`src/rtl/seven_seg_scan_ctrl_if.sv`:
```
// seven_seg_scan_ctrl_if: two-requester page-write bus with per-requester accept pulses
interface seven_seg_scan_ctrl_if;
  logic        a_req;
  logic [1:0]  a_page;
  logic [31:0] a_data;
  logic        a_ack;
  logic        b_req;
  logic [1:0]  b_page;
  logic [31:0] b_data;
  logic        b_ack;
  modport master (output a_req, a_page, a_data, b_req, b_page, b_data, input a_ack, b_ack);
  modport slave (input a_req, a_page, a_data, b_req, b_page, b_data, output a_ack, b_ack);
endinterface

```
`src/rtl/seven_seg_scan_ctrl.sv`:
```
// seven_seg_scan_ctrl: digit scan, blink clock and frame-synchronous page display for a 4-digit display
module seven_seg_scan_ctrl #(
  parameter int SCAN_TICKS   = 50000,
  parameter int FLASH_FRAMES = 64,
  parameter int PAGE_FRAMES  = 256
) (
  input  logic                 clk,
  input  logic                 rst,
  seven_seg_scan_ctrl_if.slave wr,
  input  logic                 rotate_en,
  input  logic [1:0]           page_sel,
  output logic [1:0]           Scanning,
  output logic                 flash_clk,
  output logic [31:0]          disp_num,
  output logic [1:0]           cur_page,
  output logic                 frame_end
);
  localparam int PW = $clog2(SCAN_TICKS);
  localparam int FW = $clog2(FLASH_FRAMES + 1);
  localparam int HW = $clog2(PAGE_FRAMES + 1);
  logic [PW-1:0] presc;
  logic [FW-1:0] flash_cnt;
  logic [HW-1:0] hold_cnt;
  logic [31:0]   pages [4];
  logic          tick, frame, flash_wrap, hold_wrap;
  logic [1:0]    nxt_page;
  always_comb begin
    tick       = presc == PW'(SCAN_TICKS - 1);
    frame      = tick && Scanning == 2'd3;
    flash_wrap = flash_cnt == FW'(FLASH_FRAMES - 1);
    hold_wrap  = hold_cnt == HW'(PAGE_FRAMES - 1);
    nxt_page   = !rotate_en ? page_sel : hold_wrap ? cur_page + 2'd1 : cur_page;
  end
  // disp_num reads pages before this cycle's write lands, so a boundary-cycle write shows one frame later
  always_ff @(posedge clk) begin
    if (rst) begin
      presc     <= '0;
      Scanning  <= '0;
      flash_cnt <= '0;
      flash_clk <= 1'b0;
      hold_cnt  <= '0;
      cur_page  <= '0;
      disp_num  <= '0;
      frame_end <= 1'b0;
      wr.a_ack  <= 1'b0;
      wr.b_ack  <= 1'b0;
      for (int i = 0; i < 4; i++) pages[i] <= '0;
    end else begin
      presc     <= tick ? '0 : presc + PW'(1);
      Scanning  <= tick ? Scanning + 2'd1 : Scanning;
      frame_end <= frame;
      if (frame) begin
        flash_cnt <= flash_wrap ? '0 : flash_cnt + FW'(1);
        flash_clk <= flash_wrap ? ~flash_clk : flash_clk;
        cur_page  <= nxt_page;
        disp_num  <= pages[nxt_page];
      end
      hold_cnt <= !rotate_en ? '0 : !frame ? hold_cnt : hold_wrap ? '0 : hold_cnt + HW'(1);
      wr.a_ack <= wr.a_req;
      wr.b_ack <= wr.b_req && !wr.a_req;
      if (wr.a_req) pages[wr.a_page] <= wr.a_data;
      else if (wr.b_req) pages[wr.b_page] <= wr.b_data;
    end
  end
endmodule

```
`src/flat_wrapper.sv`:
```
// flat-port wrapper written by rule: the top's interface ports become plain ports
module seven_seg_scan_ctrl_flat 
#(
  parameter int SCAN_TICKS   = 50000,
  parameter int FLASH_FRAMES = 64,
  parameter int PAGE_FRAMES  = 256
)
  (clk, rst, rotate_en, page_sel, Scanning, flash_clk, disp_num, cur_page, frame_end, wr_a_req, wr_a_page, wr_a_data, wr_b_req, wr_b_page, wr_b_data, wr_a_ack, wr_b_ack);
  seven_seg_scan_ctrl_if wr_i ();
  input  logic clk;
  input  logic rst;
  input  logic rotate_en;
  input  logic [1:0] page_sel;
  output logic [1:0] Scanning;
  output logic flash_clk;
  output logic [31:0] disp_num;
  output logic [1:0] cur_page;
  output logic frame_end;
  input wire logic [$bits(wr_i.a_req)-1:0] wr_a_req;
  input wire logic [$bits(wr_i.a_page)-1:0] wr_a_page;
  input wire logic [$bits(wr_i.a_data)-1:0] wr_a_data;
  input wire logic [$bits(wr_i.b_req)-1:0] wr_b_req;
  input wire logic [$bits(wr_i.b_page)-1:0] wr_b_page;
  input wire logic [$bits(wr_i.b_data)-1:0] wr_b_data;
  output wire logic [$bits(wr_i.a_ack)-1:0] wr_a_ack;
  output wire logic [$bits(wr_i.b_ack)-1:0] wr_b_ack;
  assign wr_i.a_req = wr_a_req;
  assign wr_i.a_page = wr_a_page;
  assign wr_i.a_data = wr_a_data;
  assign wr_i.b_req = wr_b_req;
  assign wr_i.b_page = wr_b_page;
  assign wr_i.b_data = wr_b_data;
  assign wr_a_ack = wr_i.a_ack;
  assign wr_b_ack = wr_i.b_ack;
  seven_seg_scan_ctrl #(.SCAN_TICKS(SCAN_TICKS), .FLASH_FRAMES(FLASH_FRAMES), .PAGE_FRAMES(PAGE_FRAMES)) u_core (.clk(clk), .rst(rst), .wr(wr_i), .rotate_en(rotate_en), .page_sel(page_sel), .Scanning(Scanning), .flash_clk(flash_clk), .disp_num(disp_num), .cur_page(cur_page), .frame_end(frame_end));
endmodule
```
`config.mk`:
```
export PLATFORM = sky130hd
export DESIGN_NAME = seven_seg_scan_ctrl_flat
export DESIGN_NICKNAME = d
export VERILOG_FILES = /design/src/rtl/seven_seg_scan_ctrl_if.sv /design/src/rtl/seven_seg_scan_ctrl.sv /design/src/flat_wrapper.sv
export SDC_FILE = /design/constraint.sdc
export NUM_CORES = 1
export LEC_CHECK = 0
export ABC_AREA = 1
export CORE_ASPECT_RATIO = 0.8
export CORE_MARGIN = 3
export CORE_UTILIZATION = 56
export DETAILED_ROUTE_END_ITERATION = 7
export GPL_TIMING_DRIVEN = 0
export PLACE_DENSITY = 0.8
export SYNTH_ARGS = -nofsm -noshare
export SYNTH_HDL_FRONTEND = slang
export SYNTH_SLANG_ARGS = --single-unit
```
`constraint.sdc`:
```
create_clock -name clk -period 4.6 [get_ports clk]
set_input_delay 0.69 -clock clk [delete_from_list [all_inputs] [get_ports clk]]
set_output_delay 0.69 -clock clk [all_outputs]
set_load 0.01 [all_outputs]
```
== Yosys cells after proc, flatten, opt, wreduce, memory -nomap -nowiden ==
Memory sizes are Yosys's and may differ from the RTL's. A register that Yosys moved wholly into a read port is not among the register bits.
Index checks and enable logic that the tools add are counted.
Word-level totals
  memories: 1
  flip-flop bits (word level): 40
  logic and storage cells: 48
  bits in writable memories: 128
Memories
  u_core.pages: depth 4, width 32, rd ports 1, clocked after Yosys merged registers in 1, write ports 4, RTL line seven_seg_scan_ctrl.sv:24  | logic [31:0] pages [4];
Cells by class
  equal/unequal tests: 4
  bitwise operators: 2
  reduce and logical (&&, ||, !) cells: 8
  add/subtract/negate cells: 5
  multiplexer cells: 19
Operators with widths (number)
  two-way mux 32 bit: 2
  OR reduction 32 bit: 2
  adder 16 x 1 -> 16 bit (second input constant): 1
  == test 16 bit (second input constant): 1
  two-way mux 1 bit: 11
  adder 9 x 1 -> 9 bit (second input constant): 1
  == test 9 x 8 -> 1 bit (second input constant): 1
  two-way mux 9 bit: 1
  two-way mux 2 bit: 4
  adder 7 x 1 -> 7 bit (second input constant): 1
  == test 7 x 6 -> 1 bit (second input constant): 1
  two-way mux 7 bit: 1
  adder 2 x 1 -> 2 bit (second input constant): 2
  OR reduction 2 bit: 2
  == test 2 bit (second input constant): 1
  logical AND 1 bit: 2
  inverter 1 bit: 2
  AND reduction 2 bit: 1
  zero test 1 bit: 1

== Logic depth before layout (Yosys ltp) ==
  word-level depth: 6
  mapped depth: 14
  mapped depth without buffers: 13

== Least setup slack after synthesis ==
Ideal clock, no wire load.
  path kind: input-to-reg
  start: input rst
  end: memory u_core.pages[3][0] (enable)
  buffers on the path: 2
  stages: 5
  setup slack: 0.318 ns
  data arrival time: 3.812 ns
  path through: buf_2 > nor2_1 > nand2_2 > clkbuf_1 > a211oi_1
RTL lines
  start, declared: RTL line flat_wrapper.sv:11  | input logic rst;
  end, declared: RTL line seven_seg_scan_ctrl.sv:24

==> results by group <==
Clock network
  • CTS tree: done
  • Clock Latency Late Sink: 0.45 ns
  • Max Buffers Root-to-Sink: 2
  • Cts hold-fix bufs: 0
  • Sink Count: 200
  • Setup Buffers After CTS: 0
  • Clk Tree Root Cell: clkbuf_16
  • Resize count post-CTS: 0
  • H-tree Lvls: 4
  • CTS Buf Count: 17
  • Clock Pin Slew Worst Setup and Hold Paths: 0.06 ns

Synthesis
  • Post-Synth Simple-Gate Area: 23.2%
  • Seq/Total Area, Yosys: 54.7%
  • Synth warnings: 0
  • Syn Area/Cell: 8.30 um2
  • Synth Cell Area: 9670 um2
  • Cells after Synth: 1164
  • Post-synthesis compound-gate area fraction: 6.52%
  • Post-synthesis xor/xnor area fraction: 0.634%
  • Adder-cell share of the synthesized area: 0.518%
  • Syn_nets: 1243
  • Yosys reg bits: 200
  • Post-synthesis mux area share: 0%
  • Synth cell types: 36
  • Largest family of logic cells by synthesized area: simple AND/OR/NAND/NOR gates

Finish
  • Post-route cell area: 11700 um2
  • Fill count: 1295
  • Sequential cell area: 5290 um2
  • Multi-input gate area: 3000 um2
  • Total Nets Final: 1377
  • Commonest non-fill, non-tap cell in the layout: inv_1
  • Most frequent cells in the layout: inv_1, nand3_1, nand2_1
  • Antenna cells: 0
  • Layout cell share with drive strength beyond 1: 5.72%
  • Area Growth Syn to Fin: 20.7%

Global routing
  • Number of global-route vias before repair: 7650
  • Initial antenna violation count: 0
  • GRT Util Overall: 25.7%
  • Largest net degree at the start of global routing: 33
  • Wire length of the first global-routing pass: 38000 um
  • Grt total ovfl: 0

Timing
  • Final hold vios: 0
  • Post-route clock period utilization: 75.9%
  • Max Clock Skew: 0.0107 ns
  • Slew HR: 35.4%
  • Least-Margin Pin Slew: 0.969 ns
  • Finish-stage setup viols: 0
  • Setup TNS: 0 ns
  • Max-slew violations: 0
  • Peak Freq: 0.286 GHz
  • Fin crit period: 3.49 ns
  • RSZ-0062 raised after global routing: no

Die
  • Std-Cell Core Area: 16700 um2
  • Full die area: 18900 um2
  • I/O pins: 115
  • # rows: 42
  • Chip Height: 124 um
  • Die span in x: 153 um
  • Effective utilization at floorplan: 57.8%

Drt
  • WL final: 24000 um
  • 1st-iter DRT viols: 931
  • DR vias: 8129
  • Wire per inst: 15.7 um
  • Routed Antenna Nets: 0
  • Via density: 5.31
  • # DRC: 0
  • Drt pass-1 iters: 5

Power
  • Leakage: 5.11 nW
  • Maximum vdd drop: 0.294 mV
  • Pwr dens: 329 nW/um2

Worst setup path
  • Arrival time at the worst endpoint: 3.56 ns
  • Cell Chain, Critical Path: clkdlybuf4s50_1, nor2_1, nand2_2, o22ai_1, nand2_1, clkbuf_1, nand2_2
  • Crit-path most repeated cell: nand2_2
  • Crit Path Class: in2reg
  • Startpoint Class: input port
  • Worst EP required: 4.67 ns
  • Worst-path fanout max: 32
  • Slowest cell delay on critical path: 0.73 ns
  • Slowest-stage cell, CP: nand2_2
  • CP endpoint kind: flip-flop

Hold path
  • Classification of the worst-slack hold path: reg2reg

Placement
  • Final Wtd Congestion: 0.858
  • Placed Area: 11100 um2
  • I/O Buffers: 113
  • Hpwl dp: 16100 um

Outcome
  • Outcome: completed

Job
  • Max Cap Viol: 0
[sequential cells by signal (all words and copies together) (netlist names)]
register and count:
u_core.wr.a_ack 1, u_core.pages 128, u_core.cur_page 2, u_core.hold_cnt 9, u_core.flash_cnt 7, u_core.wr.b_ack 1, u_core.presc 16, u_core.frame_end 1
u_core.flash_clk 1, u_core.Scanning 2, u_core.disp_num 32
[path summary, 6_finish.rpt]
path / start / cells after the start / to / slack, ns
worst max-delay path: wr_a_req / 7 / u_core.pages[0][12]$_SDFFCE_PN0P_ / 1.11
worst min-delay path: u_core.presc[0]$_SDFF_PP0_ / 1 / u_core.presc[0]$_SDFF_PP0_ / 0.45
worst max register to register: u_core.hold_cnt[0]$_SDFFE_PP0P_ / 11 / u_core.disp_num[7]$_SDFFE_PP0P_ / 2.25
worst min register to register: u_core.presc[0]$_SDFF_PP0_ / 1 / u_core.presc[0]$_SDFF_PP0_ / 0.45
[critical path: cells and delay by family]
| kind | cells | cell delay, ns |
|---|---|---|
| compound gates | 1 | 0.42 |
| simple gates | 4 | 1.60 |
| buf+inv | 2 | 0.82 |
[cells by family after synthesis]
group | count (synthesis)
AOI/OAI and AO/OA | 98
xor gates and xnor gates | 7
DFF | 200
buffers and inverters | 348
and+or+nand+nor | 507
adders and majority gates | 4
[where the power goes]
part / total (mW) / switching, mW / internal [mW]
sequential: 2.06 / 0.0290 / 2.03
combinational: 0.390 / 0.238 / 0.152
clock: 1.39 / 0.642 / 0.752
total: 3.84 / 0.909 / 2.93
[metal layers]
layer	wire, um	vias up	global-route usage (%)
li1	-	3931	-
met1	10100	3781	34.7
met2	11200	371	42.0
met3	2170	46	5.39
met4	419	0	9.13
met5	0	-	0
[synthesized netlist by cell type]
cell type	n	area, um2
nand3b_1	2	15.0
clkbuf_1	23	86.3
edfxtp_1	128	3840
buf_1	5	18.8
xnor2_1	1	8.76
nand4_4	1	21.3
a21oi_1	19	95.1
a31oi_1	1	6.26
nor2_1	135	507
nand4_1	2	12.5
inv_2	2	7.51
o211ai_1	1	7.51
xor2_1	6	52.6
nor3b_1	3	22.5
nand2_2	6	37.5
buf_6	9	101
ha_1	4	50.1
inv_1	291	1090
o21ai_0	8	40.0
or2_1	1	6.26
o22ai_2	1	12.5
o31ai_1	1	7.51
dfxtp_1	72	1440
or2_2	1	6.26
buf_4	2	15.0
o21a_1	32	240
nor3_2	1	10.0
nand3_4	1	17.5
nor2_2	3	18.8
o22ai_1	33	206
nand2_1	159	597
buf_2	16	80.1
nand3_1	175	876
nor2_4	1	11.3
nor3_1	16	80.1
a211oi_1	2	15.0
[through the flow]
stage | std cells | hold WS [ns] | setup slack (ns) | power (mW) | utilization, %
2_1_floorplan | 1164 | 0.417 | 0.318 | 2.32 | -
4_1_cts | 1531 | 0.454 | 1.09 | 3.84 | 69.8
3_5_place_dp | 1499 | 0.440 | 0.647 | 2.48 | 66.6
5_1_grt | 1531 | 0.494 | 0.881 | 3.97 | 69.8
3_3_place_gp | 1497 | 0.428 | -2.43 | 2.46 | 66.3
6_report | 1531 | 0.447 | 1.11 | 3.84 | 69.8
[final cells by class]
| cell class | count | area share, % |
|---|---|---|
| inverter | 293 | 9.43 |
| timing repair buffer | 115 | 10.1 |
| clock buffer | 22 | 3.89 |
| clock inverter | 10 | 0.676 |
| buffer | 55 | 2.58 |
| sequential | 200 | 45.3 |
| tap | 220 | 2.36 |
| multi-input combinational | 616 | 25.7 |
(Power assumes the default switching activity.)
